[src/rtl/chimera_clu_irq_collector.sv]
// Cluster event collector: sticky pending bits, mask, claim and a level IRQ to the host.
// Define CHIMERA_CLU_IRQ_COUNT_EN to build the per-cluster saturating event counters.
module chimera_clu_irq_collector #(
  parameter int unsigned NumClusters = 5,
  parameter int unsigned CntWidth    = 8
) (
  input  logic                   soc_clk_i,
  input  logic                   rst_ni,
  input  logic [NumClusters-1:0] clu_evt_i,
  input  logic                   reg_req_valid_i,
  output logic                   reg_req_ready_o,
  input  logic [7:0]             reg_addr_i,
  input  logic                   reg_we_i,
  input  logic [31:0]            reg_wdata_i,
  output logic                   reg_rsp_valid_o,
  input  logic                   reg_rsp_ready_i,
  output logic [31:0]            reg_rdata_o,
  output logic                   reg_err_o,
  output logic                   irq_o
);

  typedef enum logic {Idle, Resp} state_e;

  state_e                 state_q;
  logic [NumClusters-1:0] pend_q, pend_d;
  logic [NumClusters-1:0] en_q, en_d;
  logic [NumClusters-1:0] clr, act;
  logic [31:0]            rdata_q, rdata_d;
  logic                   err_q, err_d;
  logic                   irq_q;
  logic                   acc, any;
  logic [4:0]             low;
  logic [5:0]             widx, cidx;
  logic                   sel_pend, sel_en, sel_stat;
  logic                   sel_clm, sel_cnt, sel_err;
  logic                   unused_bits;

  assign reg_req_ready_o = (state_q == Idle);
  assign reg_rsp_valid_o = (state_q == Resp);
  assign reg_rdata_o     = rdata_q;
  assign reg_err_o       = err_q;
  assign irq_o           = irq_q;

  assign acc  = reg_req_valid_i && reg_req_ready_o;
  assign widx = reg_addr_i[7:2];
  assign cidx = widx - 6'd4;
  assign act  = pend_q & en_q;
  assign any  = |act;

  assign sel_pend = (widx == 6'd0);
  assign sel_en   = (widx == 6'd1);
  assign sel_stat = (widx == 6'd2);
  assign sel_clm  = (widx == 6'd3);
  assign sel_cnt  = (widx >= 6'd4) &&
                    (widx < 6'(4 + NumClusters));
  assign sel_err  = !(sel_pend || sel_en || sel_stat ||
                      sel_clm || sel_cnt);

  assign unused_bits = ^{reg_addr_i[1:0],
                         reg_wdata_i[31:NumClusters]};

  always_comb begin
    low = '0;
    for (int i = NumClusters - 1; i >= 0; i--) begin
      if (act[i]) low = 5'(i);
    end
  end

`ifdef CHIMERA_CLU_IRQ_COUNT_EN
  logic [CntWidth-1:0]    cnt_q [NumClusters];
  logic [NumClusters-1:0] cnt_clr;
  logic [31:0]            cnt_rd;

  always_comb begin
    cnt_clr = '0;
    cnt_rd  = '0;
    for (int k = 0; k < NumClusters; k++) begin
      if (cidx == 6'(k)) begin
        cnt_rd     = 32'(cnt_q[k]);
        cnt_clr[k] = acc && sel_cnt && reg_we_i;
      end
    end
  end

  // An event in the clearing cycle still counts as one.
  always_ff @(posedge soc_clk_i or negedge rst_ni) begin
    if (!rst_ni) begin
      for (int k = 0; k < NumClusters; k++) cnt_q[k] <= '0;
    end else begin
      for (int k = 0; k < NumClusters; k++) begin
        if (clu_evt_i[k]) begin
          if (cnt_clr[k])
            cnt_q[k] <= CntWidth'(1);
          else if (cnt_q[k] != '1)
            cnt_q[k] <= cnt_q[k] + CntWidth'(1);
        end else if (cnt_clr[k]) begin
          cnt_q[k] <= '0;
        end
      end
    end
  end
`else
  logic [31:0] cnt_rd;
  assign cnt_rd = '0;
`endif

  always_comb begin
    rdata_d = '0;
    err_d   = 1'b0;
    clr     = '0;
    en_d    = en_q;
    if (acc) begin
      unique case (1'b1)
        sel_pend: begin
          if (reg_we_i) clr = reg_wdata_i[NumClusters-1:0];
          else rdata_d = 32'(pend_q);
        end
        sel_en: begin
          if (reg_we_i) en_d = reg_wdata_i[NumClusters-1:0];
          else rdata_d = 32'(en_q);
        end
        sel_stat: begin
          if (!reg_we_i) rdata_d = {any, 26'd0, low};
        end
        sel_clm: begin
          if (!reg_we_i) begin
            rdata_d = {any, 26'd0, low};
            for (int k = 0; k < NumClusters; k++) begin
              if (any && low == 5'(k)) clr[k] = 1'b1;
            end
          end
        end
        sel_cnt: begin
          if (!reg_we_i) rdata_d = cnt_rd;
        end
        sel_err: err_d = 1'b1;
      endcase
    end
  end

  // Set wins over a same-cycle W1C or claim.
  assign pend_d = (pend_q & ~clr) | clu_evt_i;

  always_ff @(posedge soc_clk_i or negedge rst_ni) begin
    if (!rst_ni) begin
      state_q <= Idle;
      pend_q  <= '0;
      en_q    <= '0;
      irq_q   <= 1'b0;
      rdata_q <= '0;
      err_q   <= 1'b0;
    end else begin
      pend_q <= pend_d;
      en_q   <= en_d;
      irq_q  <= |(pend_d & en_d);
      unique case (state_q)
        Idle: begin
          if (acc) begin
            state_q <= Resp;
            rdata_q <= rdata_d;
            err_q   <= err_d;
          end
        end
        Resp: begin
          if (reg_rsp_ready_i) state_q <= Idle;
        end
        default: state_q <= Idle;
      endcase
    end
  end

endmodule

[config.mk]
export PLATFORM = sky130hd
export DESIGN_NAME = chimera_clu_irq_collector
export DESIGN_NICKNAME = d
export VERILOG_FILES = /design/src/rtl/chimera_clu_irq_collector.sv
export SDC_FILE = /design/constraint.sdc
export NUM_CORES = 1
export LEC_CHECK = 0
export ABC_AREA = 1
export CAP_MARGIN = 5
export CELL_PAD_IN_SITES_DETAIL_PLACEMENT = 1
export CELL_PAD_IN_SITES_GLOBAL_PLACEMENT = 2
export CORE_UTILIZATION = 18
export DETAILED_ROUTE_END_ITERATION = 6
export GPL_TIMING_DRIVEN = 0
export PLACE_DENSITY = 0.86
export SLEW_MARGIN = 0
export SYNTH_ARGS = -nofsm -noshare
export SYNTH_HDL_FRONTEND = slang
export SYNTH_SLANG_ARGS = --single-unit
[constraint.sdc]
create_clock -name soc_clk_i -period 1.6 [get_ports soc_clk_i]
set_input_delay 0.32 -clock soc_clk_i [delete_from_list [all_inputs] [get_ports soc_clk_i]]
set_output_delay 0.32 -clock soc_clk_i [all_outputs]
set_load 0.005 [all_outputs]
Yosys cells after proc, flatten, opt, wreduce, memory -nomap -nowiden
Index checks and enable logic that the tools add are counted.
- multipliers: 0
- reductions and logical operators: 17
- order comparisons: 2
- add/sub/neg operators: 0
- divide/modulo/power cells: 0
- shift operators: 0
- multiplexer cells: 25
- bitwise gates (word level): 6
- eq/ne operators: 7
- operators with widths (kind ; number):
    case mux 32 bit (3 select lines) ; 1
    two-way mux 5 bit ; 8
    two-way mux 32 bit ; 1
    bitwise AND 5 bit ; 3
    two-way mux 3 bit ; 5
    == test 6 x 2 -> 1 bit (second input constant) ; 2
    == test 5 x 2 -> 1 bit (second input constant) ; 2
    case mux 5 bit (2 select lines) ; 1
    OR reduction 5 bit ; 2
    two-way mux 1 bit ; 8
    logical AND 1 bit ; 7
    == test 6 x 1 -> 1 bit (second input constant) ; 1
    >= comparator 6 x 3 -> 1 bit (second input constant) ; 1
    zero test 6 bit ; 1
    < comparator 6 x 4 -> 1 bit (second input constant) ; 1
    == test 5 x 1 -> 1 bit (second input constant) ; 1
    == test 5 x 3 -> 1 bit (second input constant) ; 1
    zero test 5 bit ; 1
    inverter 5 bit ; 1
    OR 5 bit ; 1
    logical OR 1 bit ; 4
    case mux 1 bit (2 select lines) ; 1
    AND reduction 2 bit ; 1
    OR reduction 2 bit ; 1
    inverter 1 bit ; 1
- latch bits: 0
- register bits after elaboration: 45
- word-level logic and storage cells: 63
- output and inout bits: 36
- bits in read-only memories: 0
- memory bits (writable): 0
- memories: 0

Longest topological paths before layout
Gate-level depths: netlist of the first run.
- depth after elaboration: 17
- gate-level depth with buffers: 12

Worst setup path after synthesis of the first run
No wires, ideal clock.
- kind: input port to flip-flop
- start point: input port reg_addr_i[7]
- end point: register irq_q (netlist: irq_o)
- buffers on the path: 0
- arrival time: 1.156 ns
- cell stages on the path: 8
- required time: 1.475 ns
- slack: 0.318 ns
- cells stage by stage: nor2_4 > nand2_4 > nor2_8 > nand2_4 > o21ai_0 > a21oi_1 > nor2_1 > nand3_1
- cells in the longest elaborated chain, start to end: 8
- elaborated cells between the ends (all ways): 12
- classes of those cells: eq/ne: 2; mux: 4; bitwise: 4; reduce/logical: 2
- ends and longest elaborated chain (item ; RTL line ; text):
    from (decl) ; 12 ; input logic [7:0] reg_addr_i,
    == test 6 x 2 -> 1 bit / zero test 6 bit (equally long branches) ; 53, 50 ;
    case mux 5 bit (2 select lines) ; 113 ; unique case (1'b1)
    two-way mux 5 bit ; 112 ; if (acc) begin
    inverter 5 bit ; 142 ; assign pend_d = (pend_q & ~clr) | clu_evt_i;
    bitwise AND 5 bit ; 142 ;
    OR 5 bit ; 142 ;
    bitwise AND 5 bit (*) ; 155 ; irq_q <= |(pend_d & en_d);
    OR reduction 5 bit (*) ; 155 ;
    to (signal assigned) ; 155 ;
    to (decl) ; 30 ; logic irq_q;
Every way passes the cells marked *; elsewhere a longest branch is shown, timed or not.
A chain may end at the register's enable or synchronous reset.

Worst setup path in the final report of the first run
- start point: register state_q (netlist: reg_rsp_valid_o)
- end point: output port reg_req_ready_o
- cells in the longest elaborated chain, start to end: 1
- ends and longest elaborated chain (item ; RTL line ; text):
    from (decl) ; 24 ; state_e state_q;
    from (signal assigned) ; 146 ; state_q <= Idle;
    from (signal assigned) ; 159 ; state_q <= Resp;
    from (signal assigned) ; 165 ; if (reg_rsp_ready_i) state_q <= Idle;
    inverter 1 bit (no line) ; n/a ;
    to (decl) ; 11 ; output logic reg_req_ready_o,
Every way passes these cells.

==> impl_results.md, run 1 <==
* Outcome: completed
* Worst endpoint required time at 1.28 ns
* CP Launch Type: flip-flop
* Part of the power in combinational logic at 27.8%
* CTS buffer count at 3
* DRT Wirelength at 3716 um
* CTS H-Tree Depth at 1
* Sw power at 0.3310 mW
* Ys Warns at 0
* Setup ws final at 0.05885 ns
* Leak Pwr at 1.159 nW
* Worst R2R Setup Slack at 0.16 ns
* Max-slew violation count at 0
* Worst Hold Class: flip-flop to flip-flop
* DRT iter0 DRCs at 20
* Tcrit/Tclk final at 96.32%
* Register area share after synthesis at 34.14%
* Met3 usage at 1.184%
* Clock sinks at 19
* Die height at 89.96 um
* Pwr dens at 561.9 nW/um^2
* Post-CTS Hold Buffers at 0
* Maxcap violations at 0
* Setup tns final at 0 ns
* Worst Max-Slew Pin Slew at 0.8151 ns
* Clock power frac at 28.3%
* Cell taking the most area after synthesis: dfrtp_1
* Fin. Hold Viols at 0
* DR pass1 iterations at 4
* Sw Share at 27.98%
* Worst Setup End Kind: output port
* Num rows at 31
* Remaining Overflow, GRT at 0
* DRC at 0
* Slew margin rel. at 45.49%
* Total GRT Usage at 9.258%
* Chip width at 89.96 um
* Critical-path maximum fanout at 3
* Total Nets Final at 325
* Share of post-route cells with drive strength above 1 at 23.36%
* Initial antenna violation count at 0
* Vias per cell at 3.791
* Setup CP Type: flip-flop to output port
* Footprint of the multi-input gates at 715.7 um^2
* IO buf count at 30
* Min Tclk post-route at 1.541 ns
* Clk_skew at 0.003681 ns
* Cells after Synth at 199
* Commonest non-fill, non-tap cell in the layout: nand2_1
* CTS Root Cell: clkbuf_8
* Top Usage Layer GRT: met2
* Synth unique cells at 21
* Final core utilization at 28.57%
* Pin count of the biggest net entering global routing at 20
* TritonCTS clock tree: done
* Register area at 476.7 um^2
* Final Setup Violations at 0
* Met2 Usage GRT at 17.76%
* DP Worst Slack at -0.4098 ns
* Die area at 8092 um^2
* Max clock buf depth at 2
* Post-synth top area share at 34.14%
* Layout area overhead at 51.21%
* DR vias at 1414
* Worst-Skew Late Latency at 0.26 ns
* Worst-path clk slew at 0.07 ns
* Fill cells at 922
* Synth Register Bits at 19
* Crit path arrival time at 1.22 ns
* Per-cell routed wire length at 9.962 um
* Most frequent cells in the layout: 58 x nand2_1, 42 x buf_4, 28 x inv_1
* Antenna-violating nets left at 0
* Ranking of synthesized cells by area: dfrtp_1 34%, nand2_1 16%, buf_4 14%
* Mapped cell area at 1393 um^2
* Initial core utilization at 18.90%
* Internal power at 0.8522 mW
* Fmax at 0.6489 GHz
* First-pass GRT wire length at 6161 um
* Grt met1 use at 10.15%
* Sequential share of power at 43.9%
* Unrepaired setup endpoints after global routing: yes
* Vias in the first global route at 1393
* Ant. Diodes at 0
* I/O pin cnt at 86
* Core Box Area at 7370 um^2
* VDD IR max at 0.0001392 V
* Placer Congestion at 0.7744
* DP HPWL at 2957 um
* Syn Area/Cell at 6.998 um^2
sequential cells by signal, summed over array words and instances, names as in the netlist:
signal           cells
reg_rdata_o          6
en_q                 5
pend_q               5
irq_o                1
reg_err_o            1
reg_rsp_valid_o      1
synth_stat cells:
master and number:
a31oi_1 1, nand3_1 13, a21oi_1 9, nand2_1 59, nand4_1 2, nand2_4 2, o21ai_1 3, nor2_8 2
o21ai_0 13, dfrtp_1 19, conb_1 1, nand2_2 1, inv_2 2, clkbuf_1 1, inv_1 28, buf_4 26
a32oi_1 2, nor2_1 9, nor2_2 2, nor2_4 3, buf_2 1
final cells by class:
cell class	instances	share of cell area (%)
tap	99	5.882
inverter	30	5.348
multi-input combinational	147	33.99
timing repair buffer	46	20.14
clock buffer	4	2.139
buffer	28	9.863
sequential	19	22.64
power groups by stage:
stage	Sequential, mW	Clock (mW)	Combinational (mW)
after floorplan	0.529	0	0.161
after CTS	0.519	0.346	0.308
final	0.519	0.335	0.329
after global routing	0.522	0.363	0.367
after detailed placement	0.532	0	0.287
after global placement	0.530	0	0.282
metrics by stage:
step | cells | total power [mW] | hold WS (ns) | cell area, um^2
after detailed placement | 353 | 0.8186 | 0.4743 | 1911
final | 373 | 1.183 | 0.4822 | 2106
after CTS | 368 | 1.173 | 0.4926 | 2046
after floorplan | 224 | 0.6903 | 0.02441 | 1486
after global placement | 353 | 0.8120 | 0.4676 | 1911
after global routing | 373 | 1.252 | 0.5226 | 2106
cell families after synthesis:
logic type	Yosys count	share of synthesized area (%)
AO/OA/AOI/OAI	28	10.69
buffers and inverters	58	22.73
flip-flops	19	34.14
other	1	0.2693
AND/OR/NAND/NOR	93	32.16
critical path, stage by stage, from the launching register on:
cell,delay [ns]
dfrtp_2,0.41
inv_1,0.07
clkdlybuf4s50_1,0.49
worst paths after layout:
check | startpoint | endpoint | depth (start not counted)
worst max-delay path | reg_rsp_valid_o | reg_req_ready_o | 2
worst min-delay path | reg_rdata_o[31] | reg_rdata_o[31] | 2
worst max register to register | pend_q[1] | irq_o | 10
worst min register to register | reg_rdata_o[31] | reg_rdata_o[31] | 2
max in group asynchronous | rst_ni | reg_rsp_valid_o | 1
min in group asynchronous | rst_ni | reg_rdata_o[1] | 1
per-layer routing:
| metal | vias up | share of wire, % |
|---|---|---|
| met3 | 6 | 4.4 |
| met1 | 657 | 41 |
| met4 | 0 | 2.2 |
| met2 | 37 | 52 |
| met5 | - | 0 |
| li1 | 714 | - |
timing repair:
item | 4_1_cts | 5_1_grt
pin swaps | 6 | 3
buffers inserted | 11 | 5
gates resized for setup | 12 | 6
setup endpoints to repair | 2 | 2
(Power assumes the default switching activity.)
==> run 2, diff against run 1 <==
--- a/config.mk
+++ b/config.mk
@@ -13,7 +13,6 @@
 export DETAILED_ROUTE_END_ITERATION = 6
 export GPL_TIMING_DRIVEN = 0
 export PLACE_DENSITY = 0.86
-export SLEW_MARGIN = 0
 export SYNTH_ARGS = -nofsm -noshare
 export SYNTH_HDL_FRONTEND = slang
 export SYNTH_SLANG_ARGS = --single-unit
==> results of run 2 <==
The final DEF is identical to that of run 1; final timing and power are the same.
